==> config.mk <==
export PLATFORM = sky130hd
export DESIGN_NAME = n_to_one_reg_mux
export DESIGN_NICKNAME = d
export VERILOG_FILES = /design/src/rtl/n_to_one_reg_mux_pkg.sv /design/src/rtl/n_to_one_reg_mux_out_stage.sv /design/src/rtl/n_to_one_reg_mux.sv
export SDC_FILE = /design/constraint.sdc
export NUM_CORES = 1
export LEC_CHECK = 0
export ABC_AREA = 1
export CAP_MARGIN = 20
export CORE_MARGIN = 2
export CORE_UTILIZATION = 35
export CTS_CLUSTER_SIZE = 24
export DETAILED_ROUTE_END_ITERATION = 8
export GPL_TIMING_DRIVEN = 0
export MAX_ROUTING_LAYER = met4
export PLACE_DENSITY = 0.79
export SLEW_MARGIN = 10
export SYNTH_ARGS = -nofsm -noshare
export SYNTH_HDL_FRONTEND = slang
export SYNTH_SLANG_ARGS = --single-unit
==> constraint.sdc <==
create_clock -name clk -period 3.8 [get_ports clk]
set_clock_uncertainty 0.2 [all_clocks]
set_input_delay 0.76 -clock clk [delete_from_list [all_inputs] [get_ports clk]]
set_output_delay 0.76 -clock clk [all_outputs]
set_load 0.005 [all_outputs]
==> src/rtl/n_to_one_reg_mux_pkg.sv <==
// pe_mux_pkg: shared constants and the round-robin search helper for the
// PE operand multiplexer (n_to_one_reg_mux).
//   MODE_FIXED / MODE_RR : values of the mode input
//   RR_MAX_N             : largest channel count next_rr can search
//   next_rr()            : first valid channel at or after ptr, wrapping at n
package pe_mux_pkg;

  localparam logic MODE_FIXED = 1'b0;
  localparam logic MODE_RR    = 1'b1;

  localparam int RR_MAX_N = 64;
  localparam int RR_IDX_W = 6;

  typedef struct packed {
    logic                found;
    logic [RR_IDX_W-1:0] idx;
  } rr_grant_t;

  // Scan n channels starting at ptr.  The loop bound is the fixed maximum so
  // it unrolls to a static priority chain; channels at or above n are skipped.
  function automatic rr_grant_t next_rr(input int ptr,
                                        input logic [RR_MAX_N-1:0] valid,
                                        input int n);
    rr_grant_t g;
    int        c;
    g = '0;
    for (int k = 0; k < RR_MAX_N; k++) begin
      if (k < n) begin
        c = ptr + k;
        if (c >= n) c = c - n;
        if (!g.found && valid[c[RR_IDX_W-1:0]]) begin
          g.found = 1'b1;
          g.idx   = c[RR_IDX_W-1:0];
        end
      end
    end
    return g;
  endfunction

endpackage

==> src/rtl/n_to_one_reg_mux_out_stage.sv <==
// pe_out_stage: one-entry valid/ready holding register.
//   clk, rst_n : clock, async active-low reset (clears data and valid)
//   load       : capture d this edge (caller only asserts it when space exists)
//   d          : word to capture
//   rdy        : downstream accepts the held word
//   q, vld     : held word and its valid flag
// A load and a drain in the same cycle simply replace the word.
module pe_out_stage #(
  parameter int DW = 10
) (
  input  logic          clk,
  input  logic          rst_n,
  input  logic          load,
  input  logic [DW-1:0] d,
  input  logic          rdy,
  output logic [DW-1:0] q,
  output logic          vld
);

  logic [DW-1:0] data_q, data_d;
  logic          vld_q, vld_d;

  always_comb begin
    data_d = data_q;
    vld_d  = vld_q;
    if (load) begin
      data_d = d;
      vld_d  = 1'b1;
    end else if (rdy) begin
      // drain only: data is kept so out/out_ch hold their last value
      vld_d = 1'b0;
    end
  end

  always_ff @(posedge clk or negedge rst_n) begin
    if (!rst_n) begin
      data_q <= '0;
      vld_q  <= 1'b0;
    end else begin
      data_q <= data_d;
      vld_q  <= vld_d;
    end
  end

  assign q   = data_q;
  assign vld = vld_q;

endmodule

==> src/rtl/n_to_one_reg_mux.sv <==
// n_to_one_reg_mux: N-input, W-bit registered multiplexer for the PE operand
// path.  Picks one valid/ready channel by explicit select (mode=0) or by
// round-robin (mode=1) and registers the word plus its channel index.
//   clk, rst_n          : clock, async active-low reset
//   in_data[N*W]        : channel i at [i*W +: W]
//   in_valid/in_ready[N]: per-channel handshake (in_ready is combinational)
//   s[SW], mode         : fixed select / arbitration mode
//   out[W], out_ch[SW]  : held word and its source channel
//   out_valid/out_ready : output handshake
// Build option MUX_BYPASS_EN: when the output register is empty and
// out_ready=1, the granted word passes straight through with zero latency.
module n_to_one_reg_mux
  import pe_mux_pkg::*;
#(
  parameter  int W  = 8,
  parameter  int N  = 4,
  localparam int SW = $clog2(N)
) (
  input  logic           clk,
  input  logic           rst_n,
  input  logic [N*W-1:0] in_data,
  input  logic [N-1:0]   in_valid,
  output logic [N-1:0]   in_ready,
  input  logic [SW-1:0]  s,
  input  logic           mode,
  output logic [W-1:0]   out,
  output logic           out_valid,
  input  logic           out_ready,
  output logic [SW-1:0]  out_ch
);

  logic [SW-1:0] rr_ptr_q, rr_ptr_d;
  logic [SW-1:0] gnt;
  logic          gnt_ok;
  rr_grant_t     rr_g;
  logic [W-1:0]  gnt_data;
  logic          can_load;
  logic          xfer;
  logic          load;
  logic [W-1:0]  stage_data;
  logic [SW-1:0] stage_ch;
  logic          stage_vld;

  always_comb begin
    rr_g   = next_rr(32'(rr_ptr_q), RR_MAX_N'(in_valid), N);
    gnt    = '0;
    gnt_ok = 1'b0;
    if (mode == MODE_RR) begin
      gnt    = SW'(rr_g.idx);
      gnt_ok = rr_g.found;
    end else begin
      gnt    = s;
      // s can point past the last channel when N is not a power of two
      gnt_ok = (32'(s) < N);
    end
  end

  assign can_load = !stage_vld || out_ready;

  // Ready is a function of the grant and output space only; rst_n gating
  // keeps every channel unready while reset is held.
  always_comb begin
    in_ready = '0;
    gnt_data = '0;
    for (int i = 0; i < N; i++) begin
      in_ready[i] = rst_n && gnt_ok && can_load && (gnt == SW'(i));
      if (gnt == SW'(i)) gnt_data = in_data[i*W +: W];
    end
  end

  assign xfer = |(in_ready & in_valid);

  always_comb begin
    rr_ptr_d = rr_ptr_q;
    if (xfer && mode == MODE_RR) begin
      rr_ptr_d = (gnt == SW'(N-1)) ? '0 : gnt + SW'(1);
    end
  end

  always_ff @(posedge clk or negedge rst_n) begin
    if (!rst_n) rr_ptr_q <= '0;
    else        rr_ptr_q <= rr_ptr_d;
  end

`ifdef MUX_BYPASS_EN
  logic bypass;
  assign bypass    = !stage_vld && out_ready && xfer;
  assign load      = xfer && !bypass;
  assign out       = bypass ? gnt_data : stage_data;
  assign out_ch    = bypass ? gnt : stage_ch;
  assign out_valid = bypass || stage_vld;
`else
  assign load      = xfer;
  assign out       = stage_data;
  assign out_ch    = stage_ch;
  assign out_valid = stage_vld;
`endif

  pe_out_stage #(.DW(W + SW)) u_out_stage (
    .clk   (clk),
    .rst_n (rst_n),
    .load  (load),
    .d     ({gnt, gnt_data}),
    .rdy   (out_ready),
    .q     ({stage_ch, stage_data}),
    .vld   (stage_vld)
  );

endmodule

# Word level (Yosys, flattened, before mapping)
# Index checks and enable logic that the tools add are counted.
word_totals:
  regBits: 13
  latchBits: 0
  ram_bits: 0
  romBits: 0
  inputBits: 42
  n_memories: 0
op_classes:
  addsub: 8
  n_mul: 0
  div: 0
  magnitude_cmp: 8
  eq_ne: 3
  shifts: 0
  muxes: 25
  n_bitwise: 1
  reduce_logical: 18
op_table:
  columns: ["op", "count"]
  rows:
  - ["$mux 8", 4]
  - ["$lt 6x7->1 const B", 4]
  - ["$mux 7", 4]
  - ["$bmux 1 s6", 4]
  - ["$mux 6", 4]
  - ["$sub 3x3->4 const B", 3]
  - ["$logic_and 1x1->1", 10]
  - ["$ge 3x3->1 const B", 3]
  - ["$mux 1", 7]
  - ["$add 2x2->3 const B", 2]
  - ["$and 4x4->4", 1]
  - ["$eq 2x2->1 const B", 2]
  - ["$logic_not 1->1", 4]
  - ["$mux 2", 2]
  - ["$reduce_or 4->1", 1]
  - ["$sub 2x3->4 const B", 1]
  - ["$add 2x1->3 const B", 1]
  - ["$ge 2x3->1 const B", 1]
  - ["$add 2x1->2 const B", 1]
  - ["$eq 2x1->1 const B", 1]
  - ["$logic_not 2->1", 1]
  - ["$reduce_bool 2->1", 1]
  - ["$logic_or 1x1->1", 1]

# Logic depth before layout (Yosys ltp)
# Gate-level depths: netlist of the first run.
logic_depth:
  ltp_word: 21
  depth_mapped: 23

# Hierarchy
# From an unflattened synthesis of the first run, not the netlist that was laid out.
unflattened:
  cells_unflattened: 172
  area_unflattened_um2: 1154.9
modules_own_cells:
  columns: ["mod", "instances", "cells_each", "area_per_inst_um2", "seq_area_each_um2"]
  rows:
  - ["n_to_one_reg_mux", 1, 125, 733.2, 50.0]
  - ["pe_out_stage", 1, 47, 421.7, 275.3]

# Least setup slack after synthesis of the first run
# Ideal clock, no wire load.
synth_timing:
  path_type: "reg-to-output"
  startpoint: "register rr_ptr_q[0]"
  endpoint: "output port in_ready[3]"
  t_arrival_ns: 2.575
  slack_ns: 0.265
  stages_incl_launch_ff: 18
  n_path_buf: 3
  cell_sequence: "dfrtp_1 buf_6 inv_6 ha_1 inv_1 nand3_2 nand3_2 nand2_4 nor2_4 nand2_1 o211ai_1 nand3_1 o21ai_0 ha_1 clkbuf_1 clkbuf_1 inv_1 nor2_1"
synth_via:
  elab_cells_between_ends: 39
synth_lines:
  columns: ["item", "line_no", "text"]
  rows:
  - ["start: declaration", "n_to_one_reg_mux.sv:32", "logic [SW-1:0] rr_ptr_q, rr_ptr_d;"]
  - ["start signal: assignment", "n_to_one_reg_mux.sv:82", "else rr_ptr_q <= rr_ptr_d;"]
  - ["parallel branches: the longest is 13 deep, another holds $sub 3x3->4", null, null]
  - ["$mux 7 *", "n_to_one_reg_mux_pkg.sv:31", "if (!g.found && valid[c[RR_IDX_W-1:0]]) begin"]
  - ["$mux 2 *", "n_to_one_reg_mux.sv:48", "if (mode == MODE_RR) begin"]
  - ["via gnt[1]", "n_to_one_reg_mux.sv:33", "logic [SW-1:0] gnt;"]
  - ["$eq 2x2->1 *", "n_to_one_reg_mux.sv:66", "in_ready[i] = rst_n && gnt_ok && can_load && (gnt == SW'(i));"]
  - ["$logic_and 1x1->1 *", "n_to_one_reg_mux.sv:66", null]
  - ["end: declaration", "n_to_one_reg_mux.sv:23", "output logic [N-1:0] in_ready,"]
# Mark *: on every way through the listed nets, which the timed path passes. The select of a mux whose other input is x is not followed.

# Final worst setup path of the first run
layout_timing:
  startpoint: "input port in_valid[1]"
  endpoint: "output port in_ready[1]"
layout_via:
  elab_cells_between_ends: 24
layout_lines:
  columns: ["item", "line_no", "text"]
  rows:
  - ["start: declaration", "n_to_one_reg_mux.sv:22", "input logic [N-1:0] in_valid,"]
  - ["$bmux 1 s6", "n_to_one_reg_mux_pkg.sv:31", null]
  - ["$mux 1 (implied by the code)", "n_to_one_reg_mux_pkg.sv:31", null]
  - ["$mux 7", "n_to_one_reg_mux_pkg.sv:31", null]
  - ["$logic_not 1->1", "n_to_one_reg_mux_pkg.sv:31", null]
  - ["$logic_and 1x1->1", "n_to_one_reg_mux_pkg.sv:31", null]
  - ["$mux 7", "n_to_one_reg_mux_pkg.sv:31", null]
  - ["$logic_not 1->1", "n_to_one_reg_mux_pkg.sv:31", null]
  - ["$logic_and 1x1->1", "n_to_one_reg_mux_pkg.sv:31", null]
  - ["$mux 7", "n_to_one_reg_mux_pkg.sv:31", null]
  - ["$logic_not 1->1", "n_to_one_reg_mux_pkg.sv:31", null]
  - ["$logic_and 1x1->1", "n_to_one_reg_mux_pkg.sv:31", null]
  - ["$mux 7 *", "n_to_one_reg_mux_pkg.sv:31", null]
  - ["$mux 2 *", "n_to_one_reg_mux.sv:48", null]
  - ["via gnt[1]", "n_to_one_reg_mux.sv:33", null]
  - ["$eq 2x1->1 *", "n_to_one_reg_mux.sv:66", null]
  - ["$logic_and 1x1->1 *", "n_to_one_reg_mux.sv:66", null]
# The timed path passes the listed nets; every way through them passes the cells marked *. The select of a mux whose other input is x is not followed.

==> metrics.md, run 1 <==
| Metric | Value |
|---|---|
| Run status | `completed` |
| Row count | `21` |
| DR DRC count | `0` |
| H-tree Lvls | `1` |
| Syn Inst Count | `192` |
| Initial antenna violation count | `0` |
| Worst Setup End Kind | `output port` |
| Chip height | `63.73 um` |
| # Max-Cap Violations | `0` |
| Drt initial violations | `82` |
| Crit Path Class | `primary input to output port` |
| Antenna viol nets, final | `0` |
| R2R depth | `23` |
| Hold Path Class | `flop to flop` |
| Mapped Area | `1249 um^2` |
| Most common cell after layout, fill and taps aside | `nand2_1` |
| Synth Area in Adders | `0.08016` |
| First-pass GRT wire length | `5.844 mm` |
| I/O Buffers | `56` |
| Synth Area per Inst | `6.504 um^2` |
| Worst reg2reg startpoint | `rr_ptr_q[0]$_DFFE_PN0P_` |
| Initial Utilization | `0.3684` |
| DR WL/cell | `11.56 um` |
| Ports | `57` |
| Syn nets | `242` |
| Minimum clock period | `3.652 ns` |
| Netlist cell types | `21` |
| WP data arrival | `2.69 ns` |
| ANT cells | `0` |
| Worst-margin pin slew | `0.5873 ns` |
| Layout Nets | `312` |
| Flop-to-flop setup slack | `0.66 ns` |
| Largest family of logic cells by synthesized area | `simple AND/OR/NAND/NOR gates` |
| Post-synth top area share | `0.2605` |
| Synthesized flop and latch total | `13` |
| Die area | `4062 um^2` |
| Final setup viols | `0` |
| Root buffer cell | `clkbuf_4` |
| Synth Area in Compound Gates | `0.1303` |
| Final hold slack | `0.2812 ns` |
| RD Place Congestion | `0.8116` |
| Post-route non-filler standard cell count | `307` |
| Core area | `3390 um^2` |
| Global route overflow | `0` |
| Via Count | `1,453` |
| Worst rel slew slack | `0.6085` |
| Most frequent cells in the layout | `nand2_1, clkdlybuf4s50_1, o21ai_0` |
| Max VDD drop | `0.0002348 V` |
| Worst Hold Depth | `2` |
| Chip Width | `63.73 um` |
| DP Wirelength | `2.628 mm` |
| Worst setup margin | `0.1479 ns` |
| Sequential-to-total area share from yosys stat | `0.2605` |
| Clock sink total | `13` |
| Top cells by area, synth | `dfrtp_1, nand2_1, ha_1` |
| Post-synthesis xor/xnor area fraction | `0` |
| Simple-gate share of the synthesized area | `0.4198` |
| Tcrit/Tclk final | `0.9611` |
| Share of layout cells above drive strength 1 | `0.2069` |
| Yosys top cell by area | `dfrtp_1` |
| Crit Path Max Fanout | `3` |
| Mux cell area share after synthesis | `0` |
| CTS tree | `done` |
| Number of global-route vias before repair | `1,300` |
| Clock Path Buffers | `2` |
| Largest net degree at the start of global routing | `15` |
| Total GRT Usage | `0.1793` |
| Critical Path Start Type | `primary input` |
| Vias per Instance | `4.733` |
| Final Hold Viols | `0` |
| Maximum clock frequency | `273.8 MHz` |
| Ys Warns | `0` |
| CTS Buf Count | `3` |
| Clk pin slew, worst setup/hold paths | `0.08 ns` |
| Static Leak | `1.009 nW` |
| Pwr per Cell Area | `722.4 nW/um^2` |
| Place WS | `-1.069 ns` |
| Max-slew violations | `0` |
| Worst EP required | `2.84 ns` |
| Clk_lat worst skew | `0.26 ns` |
| Pre-antenna DRT Iters | `4` |
| Placed insts | `294` |
| Hold path startpoint | `u_out_stage.q[9]$_DFFE_PN0P_` |
| Area grow syn2layout | `63.93%` |
| Worst Hold Path EP | `u_out_stage.q[9]$_DFFE_PN0P_` |
| Detailed Route WL | `3.550 mm` |
| Reg2reg end | `u_out_stage.q[0]$_DFFE_PN0P_` |
==> timing repair <==
action	4_1_cts	5_1_grt
resized for setup	35	8
setup endpoints to repair	6	4
buffers inserted	6	7
hold buffers	0	0
pin swaps	4	4
==> power by group <==
part	switching, mW	internal [mW]	total [mW]
clock network	0.0419	0.0406	0.0824
registers	0.0435	0.201	0.244
logic	0.616	0.536	1.15
==> flip-flops by register name (all words and copies together) (netlist names) <==
name	cells
rr_ptr_q	2
u_out_stage.q	10
u_out_stage.vld	1
==> per-stage QoR <==
stage	area [um^2]	TNS, ns	utilization	total power, mW
4_1_cts	1997	0	0.5891	1.406
6_report	2047	0	0.6039	1.479
5_1_grt	2047	-0.04468	0.6039	1.629
2_1_floorplan	1249	0	-	0.8757
3_3_place_gp	1867	-5.783	0.5508	1.176
3_5_place_dp	1867	-5.999	0.5508	1.190
==> synth_stat cells <==
cell,instances
dfrtp_1,13
nor2_1,7
o21ai_0,19
inv_6,1
o211ai_1,1
nand3_1,17
or2_2,1
nand2_4,2
nand4_1,4
inv_1,18
a21boi_0,2
clkbuf_1,5
a21oi_1,9
nand2_1,68
buf_6,3
nor2_4,2
nand3_2,5
nand2_2,5
inv_2,1
ha_1,8
clkinv_1,1
==> area by class of cell <==
class | instances | area [um^2]
buffer | 4 | 48.80
clock buffer | 4 | 26.28
fill | 338 | 1343
inverter | 21 | 88.84
multi-input combinational | 150 | 850.8
sequential | 13 | 326.6
tap | 46 | 57.56
timing repair buffer | 69 | 648.1
==> kinds of logic (layout without fill, tap and decap cells) <==
family                   after synthesis  count (layout)
AO/OA/AOI/OAI                         31              31
adder cells (fa/ha/maj)                8               8
buffers and inverters                 29              98
flip-flops                            13              13
AND/OR/NAND/NOR                      111             111
==> routing by layer <==
metal | vias to the layer above | track usage | wire (um)
met5 | - | - | 0
met4 | 0 | 0.02446 | 33
met3 | 4 | 0.01761 | 184
met2 | 48 | 0.2776 | 1693
met1 | 645 | 0.2610 | 1639
li1 | 756 | - | -
==> worst max path at each step <==
stage | startpoint | to | slack [ns] | cells past startpoint
6_report | in_valid[1] | in_ready[1] | 0.15 | 18
5_1_grt | rr_ptr_q[0]$_DFFE_PN0P_ | in_ready[3] | -0.03 | 18
2_1_floorplan | rr_ptr_q[0]$_DFFE_PN0P_ | in_ready[3] | 0.26 | 17
3_3_place_gp | in_valid[3] | in_ready[1] | -1.08 | 16
4_1_cts | rr_ptr_q[0]$_DFFE_PN0P_ | in_ready[3] | 0.008 | 18
3_5_place_dp | in_valid[3] | in_ready[1] | -1.07 | 16
==> critical path: stages <==
cell and delay (ns):
dlygate4sd2_1 0.26, inv_1 0.06, nand2_1 0.07, nand3_2 0.09, nand2_2 0.07, inv_2 0.06
nand2_4 0.06, nor2_4 0.13, nand2_2 0.06, o211ai_1 0.08, nand3_1 0.13, o21ai_4 0.13
inv_2 0.08, buf_4 0.15, ha_4 0.16, clkinv_4 0.04, nor2_1 0.03, dlygate4sd2_1 0.26
(Power assumes the default switching activity.)
==> inputs of run 2 (changes only) <==
CAP_MARGIN = not set   (was 20)
==> results of run 2 <==
Same layout as run 1: the final DEF is identical, and so are final timing and power.
==> inputs of run 3 (changes only) <==
CORE_UTILIZATION = 42   (was 35)
PLACE_DENSITY = 0.91   (was 0.79)
==> run 3 against run 2 <==
Net effect: power grew 6.1%; hold slack got worse by 0.017 ns; first-iteration DRC count decreased by 46%; sequential power hardly changed; global-route usage is 7.4 points higher.
==> metrics.md, run 3 (same netlist as run 1, synthesis figures left out) <==
| Metric | Value |
|---|---|
| Critical Path Start Type | `primary input` |
| CTS Buf Count | `3` |
| Placed insts | `279` |
| Post-route non-filler standard cell count | `297` |
| Most common cell after layout, fill and taps aside | `nand2_1` |
| Vias per Instance | `5.249` |
| Max-slew violations | `0` |
| Worst EP required | `2.84 ns` |
| Share of layout cells above drive strength 1 | `0.2331` |
| Static Leak | `1.027 nW` |
| Design Power | `1.568 mW` |
| Max reg flops | `10` |
| Hold Path Class | `primary input to async pin` |
| Worst-margin pin slew | `0.5953 ns` |
| RD Place Congestion | `0.8013` |
| Clock Path Buffers | `2` |
| # Max-Cap Violations | `0` |
| Row count | `19` |
| CTS tree | `done` |
| Detailed Route WL | `4.077 mm` |
| Final hold slack | `0.2640 ns` |
| Minimum clock period | `3.681 ns` |
| Root buffer cell | `clkbuf_4` |
| DP Wirelength | `2.764 mm` |
| Cts hold-fix bufs | `0` |
| Worst setup margin | `0.1185 ns` |
| ANT cells | `0` |
| Clock sink total | `13` |
| Initial Utilization | `0.4489` |
| Place WS | `-1.002 ns` |
| Crit Path Max Fanout | `4` |
| Area grow syn2layout | `66.73%` |
| Footprint of the multi-input gates | `872.1 um^2` |
| Pre-antenna DRT Iters | `4` |
| Layout Nets | `317` |
| Core area | `2781 um^2` |
| Reg area | `326.6 um^2` |
| Crit Path Class | `primary input to output port` |
| Number of global-route vias before repair | `1,563` |
| Maximum clock frequency | `271.6 MHz` |
| Clk_lat worst skew | `0.28 ns` |
| Worst Setup End Kind | `output port` |
| Max VDD drop | `0.0005266 V` |
| Via Count | `1,559` |
| H-tree Lvls | `1` |
| Largest net degree at the start of global routing | `15` |
| Tcrit/Tclk final | `0.9688` |
| DR DRC count | `0` |
| Clk pin slew, worst setup/hold paths | `0.08 ns` |
| Run status | `completed` |
| Final Hold Viols | `0` |
| Flop-to-flop setup slack | `0.64 ns` |
| WP data arrival | `2.72 ns` |
| FILL cells | `198` |
| Antenna viol nets, final | `0` |
| I/O Buffers | `56` |
| Die area | `3425 um^2` |
| DR WL/cell | `13.73 um` |
| Most frequent cells in the layout | `nand2_1, clkdlybuf4s50_1, o21ai_0, buf_4, nand3_1` |
| Ports | `57` |
| Drt initial violations | `44` |
| First-pass GRT wire length | `6.520 mm` |
| Global route overflow | `0` |
| Chip Width | `58.53 um` |
| Final setup viols | `0` |
| Chip height | `58.53 um` |
| Total GRT Usage | `0.2538` |
| Pwr per Cell Area | `753.2 nW/um^2` |
| Initial antenna violation count | `0` |
| Worst rel slew slack | `0.6025` |
==> run 3: changes by cell type in the layout (fill, tap and decap cells not counted), sizes merged <==
cell | previous run | this run
buf | 18 | 21
clkdlybuf4s15 | 1 | 0
clkbuf | 5 | 8
==> run 3: report_power, final <==
group / internal (mW) / leakage, nW / switching, mW / total [mW]
Combinational: 0.577 / 0.848 / 0.665 / 1.24
Clock: 0.0407 / 0.0150 / 0.0434 / 0.0841
Sequential: 0.201 / 0.164 / 0.0415 / 0.242
Total: 0.819 / 1.03 / 0.750 / 1.57
==> run 3: metrics by stage <==
step / cell area (um^2) / setup TNS, ns / util
6_report: 2082 / 0 / 0.7485
5_1_grt: 2082 / -0.01759 / 0.7485
4_1_cts: 2004 / -0.001986 / 0.7206
3_5_place_dp: 1848 / -5.055 / 0.6644
3_3_place_gp: 1848 / -4.299 / 0.6644
2_1_floorplan: 1249 / 0 / -
==> run 3: final timing paths <==
| path | depth (start not counted) | end | from |
|---|---|---|---|
| worst max-delay path | 18 | in_ready[0] | in_valid[2] |
| worst min-delay path | 1 | u_out_stage.vld$_DFFE_PN0P_ | rst_n |
| worst max register to register | 23 | u_out_stage.q[6]$_DFFE_PN0P_ | rr_ptr_q[0]$_DFFE_PN0P_ |
| worst min register to register | 2 | u_out_stage.q[1]$_DFFE_PN0P_ | u_out_stage.q[1]$_DFFE_PN0P_ |
| max in group asynchronous | 1 | rr_ptr_q[1]$_DFFE_PN0P_ | rst_n |
| min in group clk | 2 | u_out_stage.q[1]$_DFFE_PN0P_ | u_out_stage.q[1]$_DFFE_PN0P_ |
==> run 3: cell type report <==
type / count / share of cell area
multi-input combinational: 150 / 0.4189
timing repair buffer: 74 / 0.3251
sequential: 13 / 0.1569
inverter: 21 / 0.04507
buffer: 4 / 0.02284
tap: 31 / 0.01863
clock buffer: 4 / 0.01262
==> run 3: what timing repair did <==
action | in CTS | in global routing
gates resized for setup | 30 | 15
hold endpoints to repair | 0 | 0
endpoints found under the setup margin | 4 | 4
setup buffers | 11 | 7
pin swaps | 6 | 2
==> run 3: routing by layer <==
layer / global-route usage / vias up / wire length [um]
li1: - / 765 / -
met1: 0.2894 / 713 / 1594
met2: 0.4398 / 67 / 2124
met3: 0.04396 / 14 / 209
met4: 0.09967 / 0 / 148
met5: - / - / 0
==> run 3: critical path, cell delays in order <==
cell           delay (ns)
dlygate4sd2_1        0.27
inv_1                0.08
nand2_2              0.06
nand3_2              0.07
nand2_2              0.08
inv_2                0.07
nand2_4              0.06
nor2_4               0.11
nand2_1              0.07
o211ai_1             0.09
nand3_1              0.14
o21ai_4              0.15
inv_2                0.06
buf_4                0.15
ha_4                 0.16
inv_1                0.05
nor2_1               0.03
dlygate4sd2_1        0.25
